[config.mk]
export PLATFORM = sky130hd
export DESIGN_NAME = halfword_narrow_tx
export DESIGN_NICKNAME = d
export VERILOG_FILES = /design/src/rtl/narrow_defs.sv /design/src/rtl/sext_detect.sv /design/src/rtl/halfword_narrow_tx.sv
export SDC_FILE = /design/constraint.sdc
export NUM_CORES = 1
export LEC_CHECK = 0
export ABC_AREA = 1
export CAP_MARGIN = 20
export CORE_MARGIN = 2
export CORE_UTILIZATION = 40
export DETAILED_ROUTE_END_ITERATION = 12
export PLACE_DENSITY_LB_ADDON = 0.25
export SLEW_MARGIN = 0
export SYNTH_ARGS = -nofsm -noshare
export SYNTH_HDL_FRONTEND = slang
export SYNTH_SLANG_ARGS = --single-unit
[constraint.sdc]
create_clock -name clk -period 1.3 [get_ports clk]
set_input_delay 0.325 -clock clk [delete_from_list [all_inputs] [get_ports clk]]
set_output_delay 0.325 -clock clk [all_outputs]
set_load 0.03 [all_outputs]
[src/rtl/narrow_defs.sv]
// Shared constants for the 32->16 narrowing transmitter and its receive-side
// counterpart: bus widths and the beat-sequencer state encoding.
package narrow_defs;

  localparam int WORD_W = 32;
  localparam int HALF_W = 16;

  // Beat sequencer states: IDLE waits for a word, LO presents the low (or only)
  // halfword, HI presents the upper halfword of an uncompressed word.
  typedef enum logic [1:0] {
    IDLE = 2'd0,
    LO   = 2'd1,
    HI   = 2'd2
  } state_t;

endpackage

[src/rtl/sext_detect.sv]
// Reports whether a 32-bit word is the sign extension of its low halfword,
// i.e. whether it can travel as a single halfword and be re-extended later.
module sext_detect
  import narrow_defs::*;
(
  input  logic [WORD_W-1:0] i_word,
  output logic              o_sext
);

  // Upper half must replicate bit 15 exactly.
  always_comb begin
    o_sext = (i_word[WORD_W-1:HALF_W] == {HALF_W{i_word[HALF_W-1]}});
  end

endmodule

[src/rtl/halfword_narrow_tx.sv]
// Narrows 32-bit words onto a 16-bit halfword stream. Sign-extendable words
// go out as one beat flagged with out_ext (when COMPRESS=1); all other words
// go out as two beats, low half first.
//
// Handshake: on each side a transfer happens on a cycle where valid and ready
// are both high; valid never depends on ready, and once out_valid is raised
// out_data/out_last/out_ext hold until the beat is taken.
//
// Optional macro HWNT_STATS_EN adds saturating counters stat_words/stat_comp.
module halfword_narrow_tx
  import narrow_defs::*;
#(
  parameter bit COMPRESS = 1'b1
) (
  input  logic              clk,
  input  logic              rst,
  input  logic              in_valid,
  output logic              in_ready,
  input  logic [WORD_W-1:0] in_data,
  output logic              out_valid,
  input  logic              out_ready,
  output logic [HALF_W-1:0] out_data,
  output logic              out_last,
  output logic              out_ext,
`ifdef HWNT_STATS_EN
  output logic [15:0]       stat_words,
  output logic [15:0]       stat_comp,
`endif
  output logic [1:0]        dbg_state
);

  state_t              r_state;
  logic [WORD_W-1:0]   r_word;
  logic [HALF_W-1:0]   r_out_data;
  logic                r_out_last;
  logic                r_out_ext;

  state_t              w_nxt_state;
  logic [WORD_W-1:0]   w_nxt_word;
  logic [HALF_W-1:0]   w_nxt_data;
  logic                w_nxt_last;
  logic                w_nxt_ext;
  logic                w_sext;
  logic                w_beat_done;
  logic                w_word_done;
  logic                w_accept;
  logic                w_single;

  sext_detect u_sext_detect (
    .i_word (in_data),
    .o_sext (w_sext)
  );

  // Handshake decode; a new word may enter on the cycle the current one finishes.
  always_comb begin
    out_valid   = (r_state != IDLE);
    w_beat_done = out_valid & out_ready;
    w_word_done = w_beat_done & r_out_last;
    in_ready    = (r_state == IDLE) | w_word_done;
    w_accept    = in_valid & in_ready;
    w_single    = w_sext & COMPRESS;
    out_data    = r_out_data;
    out_last    = r_out_last;
    out_ext     = r_out_ext;
    dbg_state   = r_state;
  end

  // Next-state and next-beat selection; an accept always loads the LO beat.
  always_comb begin
    w_nxt_state = r_state;
    w_nxt_word  = r_word;
    w_nxt_data  = r_out_data;
    w_nxt_last  = r_out_last;
    w_nxt_ext   = r_out_ext;
    if (w_accept) begin
      w_nxt_state = LO;
      w_nxt_word  = in_data;
      w_nxt_data  = in_data[HALF_W-1:0];
      w_nxt_last  = w_single;
      w_nxt_ext   = w_single;
    end else begin
      case (r_state)
        LO: begin
          if (w_beat_done) begin
            if (r_out_last) begin
              w_nxt_state = IDLE;
            end else begin
              w_nxt_state = HI;
              w_nxt_data  = r_word[WORD_W-1:HALF_W];
              w_nxt_last  = 1'b1;
              w_nxt_ext   = 1'b0;
            end
          end
        end
        HI: begin
          if (w_beat_done) begin
            w_nxt_state = IDLE;
          end
        end
        default: ;
      endcase
    end
  end

  // State, held word and beat output registers.
  always_ff @(posedge clk or posedge rst) begin
    if (rst) begin
      r_state    <= IDLE;
      r_word     <= '0;
      r_out_data <= '0;
      r_out_last <= 1'b0;
      r_out_ext  <= 1'b0;
    end else begin
      r_state    <= w_nxt_state;
      r_word     <= w_nxt_word;
      r_out_data <= w_nxt_data;
      r_out_last <= w_nxt_last;
      r_out_ext  <= w_nxt_ext;
    end
  end

`ifdef HWNT_STATS_EN
  logic [15:0] r_stat_words;
  logic [15:0] r_stat_comp;

  // Saturating completion counters, stepped on each word's final beat.
  always_ff @(posedge clk or posedge rst) begin
    if (rst) begin
      r_stat_words <= '0;
      r_stat_comp  <= '0;
    end else if (w_word_done) begin
      if (r_stat_words != 16'hFFFF) r_stat_words <= r_stat_words + 16'd1;
      if (r_out_ext && (r_stat_comp != 16'hFFFF)) r_stat_comp <= r_stat_comp + 16'd1;
    end
  end

  assign stat_words = r_stat_words;
  assign stat_comp  = r_stat_comp;
`endif

endmodule

Word-level counts from Yosys, hierarchy flattened
Index checks and enable logic that the tools add are counted.

storage, ports and cells
  register bits after elaboration = 52
  output and inout port bits = 22
  logic and storage cells = 39
  input bits = 36

operators by class
  eq/ne operators = 6
  muxes and demuxes = 16
  reductions and logical operators = 8
  bitwise gates (word level) = 4

operators with widths
  cell                  number
  $mux W16              4
  $eq A16 B16 Y1        1
  $mux W2               4
  $mux W1               7
  $ne A3 B3 Y1 const B  2
  $reduce_and A3 Y1     2
  $reduce_bool A2 Y1    3
  $pmux W2 S2           1
  $and A1 B1 Y1         3
  $reduce_bool A3 Y1    1
  $eq A2 B1 Y1 const B  1
  $eq A2 B2 Y1 const B  1
  $logic_not A2 Y1      1
  $ne A2 B1 Y1 const B  1
  $reduce_and A2 Y1     1
  $or A1 B1 Y1          1

Longest topological paths before layout
  depth after elaboration = 7
  gate-level depth with buffers = 8
  depth with buffers taken out = 8

Modules after synthesis
From an unflattened synthesis, not the netlist that was laid out.

second synthesis, totals
  cells, all modules = 227
  area total of the unflattened synthesis = 1726.7 um^2

modules (own cells, without submodules)
  module              instances  seq. area each (um^2)  cells an instance  area each (um^2)
  halfword_narrow_tx  1          900.9                  195                1576.5
  sext_detect         1          0.0                    32                 150.1

Least setup slack after synthesis
No wires, ideal clock.

  path kind = register to register
  start = reg r_state[0] (netlist: dbg_state[0])
  end = reg r_out_data[10] (netlist: out_data[10])
  arrival time = 1.287 ns
  period minus slack after synthesis = 1.415 ns
  stages on the path, launching flop included = 8
  setup slack = -0.115 ns
  library setup time = 0.127 ns
  required time = 1.173 ns
  path through = dfrtp_1 inv_2 nand2_4 nand2_4 nand2_8 buf_4 nand3_1 o211ai_2

on the way
  cells in the longest elaborated chain, start to end = 7

ends and longest elaborated chain
  what                                                          line                       RTL
  from (decl)                                                   halfword_narrow_tx.sv:32   state_t r_state;
  from (signal assigned)                                        halfword_narrow_tx.sv:114  r_state <= w_nxt_state;
  $reduce_bool A2 Y1 (*)                                        halfword_narrow_tx.sv:56   out_valid = (r_state != IDLE);
  net out_valid                                                 halfword_narrow_tx.sv:20   output logic out_valid,
  $and A1 B1 Y1 (*)                                             halfword_narrow_tx.sv:57   w_beat_done = out_valid & out_ready;
  $and A1 B1 Y1 (*)                                             halfword_narrow_tx.sv:58   w_word_done = w_beat_done & r_out_last;
  $or A1 B1 Y1 (*)                                              halfword_narrow_tx.sv:59   in_ready = (r_state == IDLE) | w_word_done;
  net in_ready                                                  halfword_narrow_tx.sv:18   output logic in_ready,
  $and A1 B1 Y1 (*)                                             halfword_narrow_tx.sv:60   w_accept = in_valid & in_ready;
  $ne A2 B1 Y1 (no line) or $reduce_bool A2 Y1 (tied branches)  n/a
  $reduce_and A3 Y1 (no line)                                   n/a
  to (signal assigned)                                          halfword_narrow_tx.sv:116  r_out_data <= w_nxt_data;
  to (decl)                                                     halfword_narrow_tx.sv:34   logic [HALF_W-1:0] r_out_data;

Mark *: on every way through the listed nets, which the timed path passes. The rest lies on a longest branch.
A chain may end at the register's enable or synchronous reset.

Final worst setup path
  start = reg r_out_last (netlist: out_last)
  end = reg r_out_data[13] (netlist: out_data[13])

on the way
  cells in the longest elaborated chain, start to end = 5

ends and longest elaborated chain
  what                                                          line                       RTL
  from (decl)                                                   halfword_narrow_tx.sv:35   logic r_out_last;
  from (signal assigned)                                        halfword_narrow_tx.sv:117  r_out_last <= w_nxt_last;
  $and A1 B1 Y1                                                 halfword_narrow_tx.sv:58
  $or A1 B1 Y1                                                  halfword_narrow_tx.sv:59
  $and A1 B1 Y1                                                 halfword_narrow_tx.sv:60
  $ne A2 B1 Y1 (no line) or $reduce_bool A2 Y1 (tied branches)  n/a
  $reduce_and A3 Y1 (no line)                                   n/a

Several ways; a longest one is shown, not always the timed one.

==> reports/metrics.yaml <==
status: "finished, violations left"
violations: "setup timing"
grt_pass1_vias: 1538
power_density_nw_per_um2: 2260
drt-pass1-iter-count: 4
yosysWarnings: 0
setup_viol: 16
routedWlPerCell_um: 13.1
fmaxAchievable_mhz: 748
ctsHtreeMaxLevel: 2
pwr-share-seq_pct: 30.5
drt_wl_total_mm: 4.30
endpoint_kind: "flop"
placed_cells: 312
fin_hold_ws_ps: 395
clkPwrFrac_pct: 12.8
hpwl_mm: 2.84
required_ps: 1460
leakage_nw: 1.38
cts_tree: "done"
final_common_cell: "nand2_1"
core_area_um2: 4350
switchingPower_mw: 2.61
ant_nets: 0
nets: 311
p_sw_share_pct: 41.3
syn_area_um2: 1800
start_kind: "flop"
via_per_inst: 4.88
synth.distinct_cells: 21
total_power_mw: 6.33
overflow: 0
rows: 24
grt_max_degree: 37
drv_cap: 0
syn2layout_area_growth_pct: 55.9
path_clk_slew_ps: 70
antenna_found_initial: 0
drive_above_1_share_pct: 36.6
crit_type: "reg -> reg"
grt_pass1_wl_mm: 6.80
clockBufferDepth: 2
dieHeight_um: 71.0
fin_crit_ps: 1340
hold_viol: 0
cts_buffers: 5
ioPinCount: 58
grtUsageTotal_pct: 17.1
reg2reg_to: "out_data[13]"
r2r_start: "out_last"
maxSlewViolCount: 0
fin_skew_ps: 4.13
ir_drop_v: 0.00107
relSlewSlack_pct: 84.8
setup_ws_ps: -36.5
crit_arrival_ps: 1500
vias: 1602
drc: 0
io_buffers: 57
seq_area_frac_synth_pct: 50.1
tightest_slew_ps: 228
crit_fanout: 11
start_util_pct: 41.3
syn_nets: 233
layout_common_cells: "nand2_1 (54), clkdlybuf4s50_1 (34), dfrtp_1 (33)"
ys_seq_elements: 36
place_congestion: 0.708
fin_cells: 328
die_x_um: 71.0
drt_iter0_drc: 76
rsz0062_at_grt: "yes"
pre_cts_ws_ps: -308
netlist_instances: 197
dieArea_um2: 5040
worstRegToRegCells: 8
fillers: 358
cts.sinks: 36
cts_root_buf: "clkbuf_8"
p_int_mw: 3.72
reg2reg_slack_ps: -40
fin_util_pct: 64.3
combinationalPowerShare_pct: 56.7
worstSkewPairLatency_ps: 280
syn_avg_cell_area_um2: 9.12
hold_path_class: "in -> async"
diodes: 0
finalCritPeriodShare_pct: 103
[worst max-delay path by stage]
stage / endpoint / slack, ps / cells after the start / startpoint
4_1_cts: in_ready / -40 / 4 / dbg_state[0]
6_report: out_data[13] / -40 / 8 / out_last
2_1_floorplan: out_data[10] / -20 / 7 / dbg_state[0]
3_3_place_gp: out_data[5] / -290 / 7 / out_ready
3_5_place_dp: out_data[13] / -310 / 7 / out_ready
5_1_grt: out_data[14] / -100 / 8 / out_last
[per-layer routing]
metal / share of wire, % / track usage (%) / vias up
met5: 0 / 0 / -
met4: 1.4 / 7.76 / 0
met3: 5.9 / 3.70 / 5
met2: 49 / 27.3 / 59
met1: 43 / 22.2 / 742
li1: - / - / 796
[synthesized netlist by cell type, drive strengths merged]
master / n / share of area, %
nand2: 77 / 19
dfrtp: 36 / 50
nand3: 23 / 6.4
inv: 14 / 3.1
o211ai: 14 / 9.5
nor2: 12 / 2.6
buf: 8 / 4.4
o21ai: 7 / 1.9
nand3b: 2 / 0.84
nor3: 2 / 0.56
clkbuf: 1 / 0.77
o21bai: 1 / 0.42
[registers in the layout, indices dropped and copies added, names as in the netlist]
register,flops
dbg_state,2
r_word,16
out_data,16
out_ext,1
out_last,1
[power groups by stage]
| stage | Combinational, mW | Clock (mW) | Sequential (mW) |
|---|---|---|---|
| global placement | 3.06 | 0 | 1.93 |
| detailed placement | 3.12 | 0 | 1.94 |
| floorplan | 1.56 | 0 | 2.45 |
| CTS | 3.29 | 0.832 | 1.92 |
| global route | 3.87 | 0.884 | 1.99 |
| finish | 3.59 | 0.807 | 1.93 |
[layout make-up]
cell class | count | area [um2] | share of cell area, %
Multi-Input combinational cell | 138 | 822 | 29.3
Tap cell | 52 | 65.1 | 2.32
Timing Repair Buffer | 80 | 860 | 30.7
Sequential cell | 36 | 905 | 32.3
Clock buffer | 8 | 90.1 | 3.22
Inverter | 14 | 60.1 | 2.14
[per-stage QoR]
| stage | TNS, ps | instance area, um2 |
|---|---|---|
| global route | -2420 | 2800 |
| global placement | -9350 | 2500 |
| detailed placement | -9640 | 2500 |
| floorplan | -280 | 1820 |
| CTS | -76.9 | 2650 |
| finish | -254 | 2800 |
[critical path: stages, from the launching register on]
cell and delay (ps):
dfrtp_2 440, nand2_4 90, nand2_8 50, buf_4 140, nand2_8 140, inv_8 60, buf_12 140, nand2_1 70
o211ai_2 80
[cell families (layout without fill, tap and decap cells)]
group,count (synthesis),in the layout,synth area share (%)
and+or+nand+nor,116,116,29.8
DFF,36,36,50.1
buffers and inverters,23,102,8.22
AOI/OAI and AO/OA,22,22,11.8
[repair_timing]
| item | CTS | global route |
|---|---|---|
| cloned | 0 | 4 |
| resized for setup | 10 | 17 |
| setup endpoints to repair | 4 | 33 |
| endpoints found under the hold margin | 0 | 0 |
| buffers inserted | 4 | 0 |
| hold buffers | 0 | 0 |
| pin swaps | 2 | 2 |
Note: power is estimated with default switching activity, not from simulation.
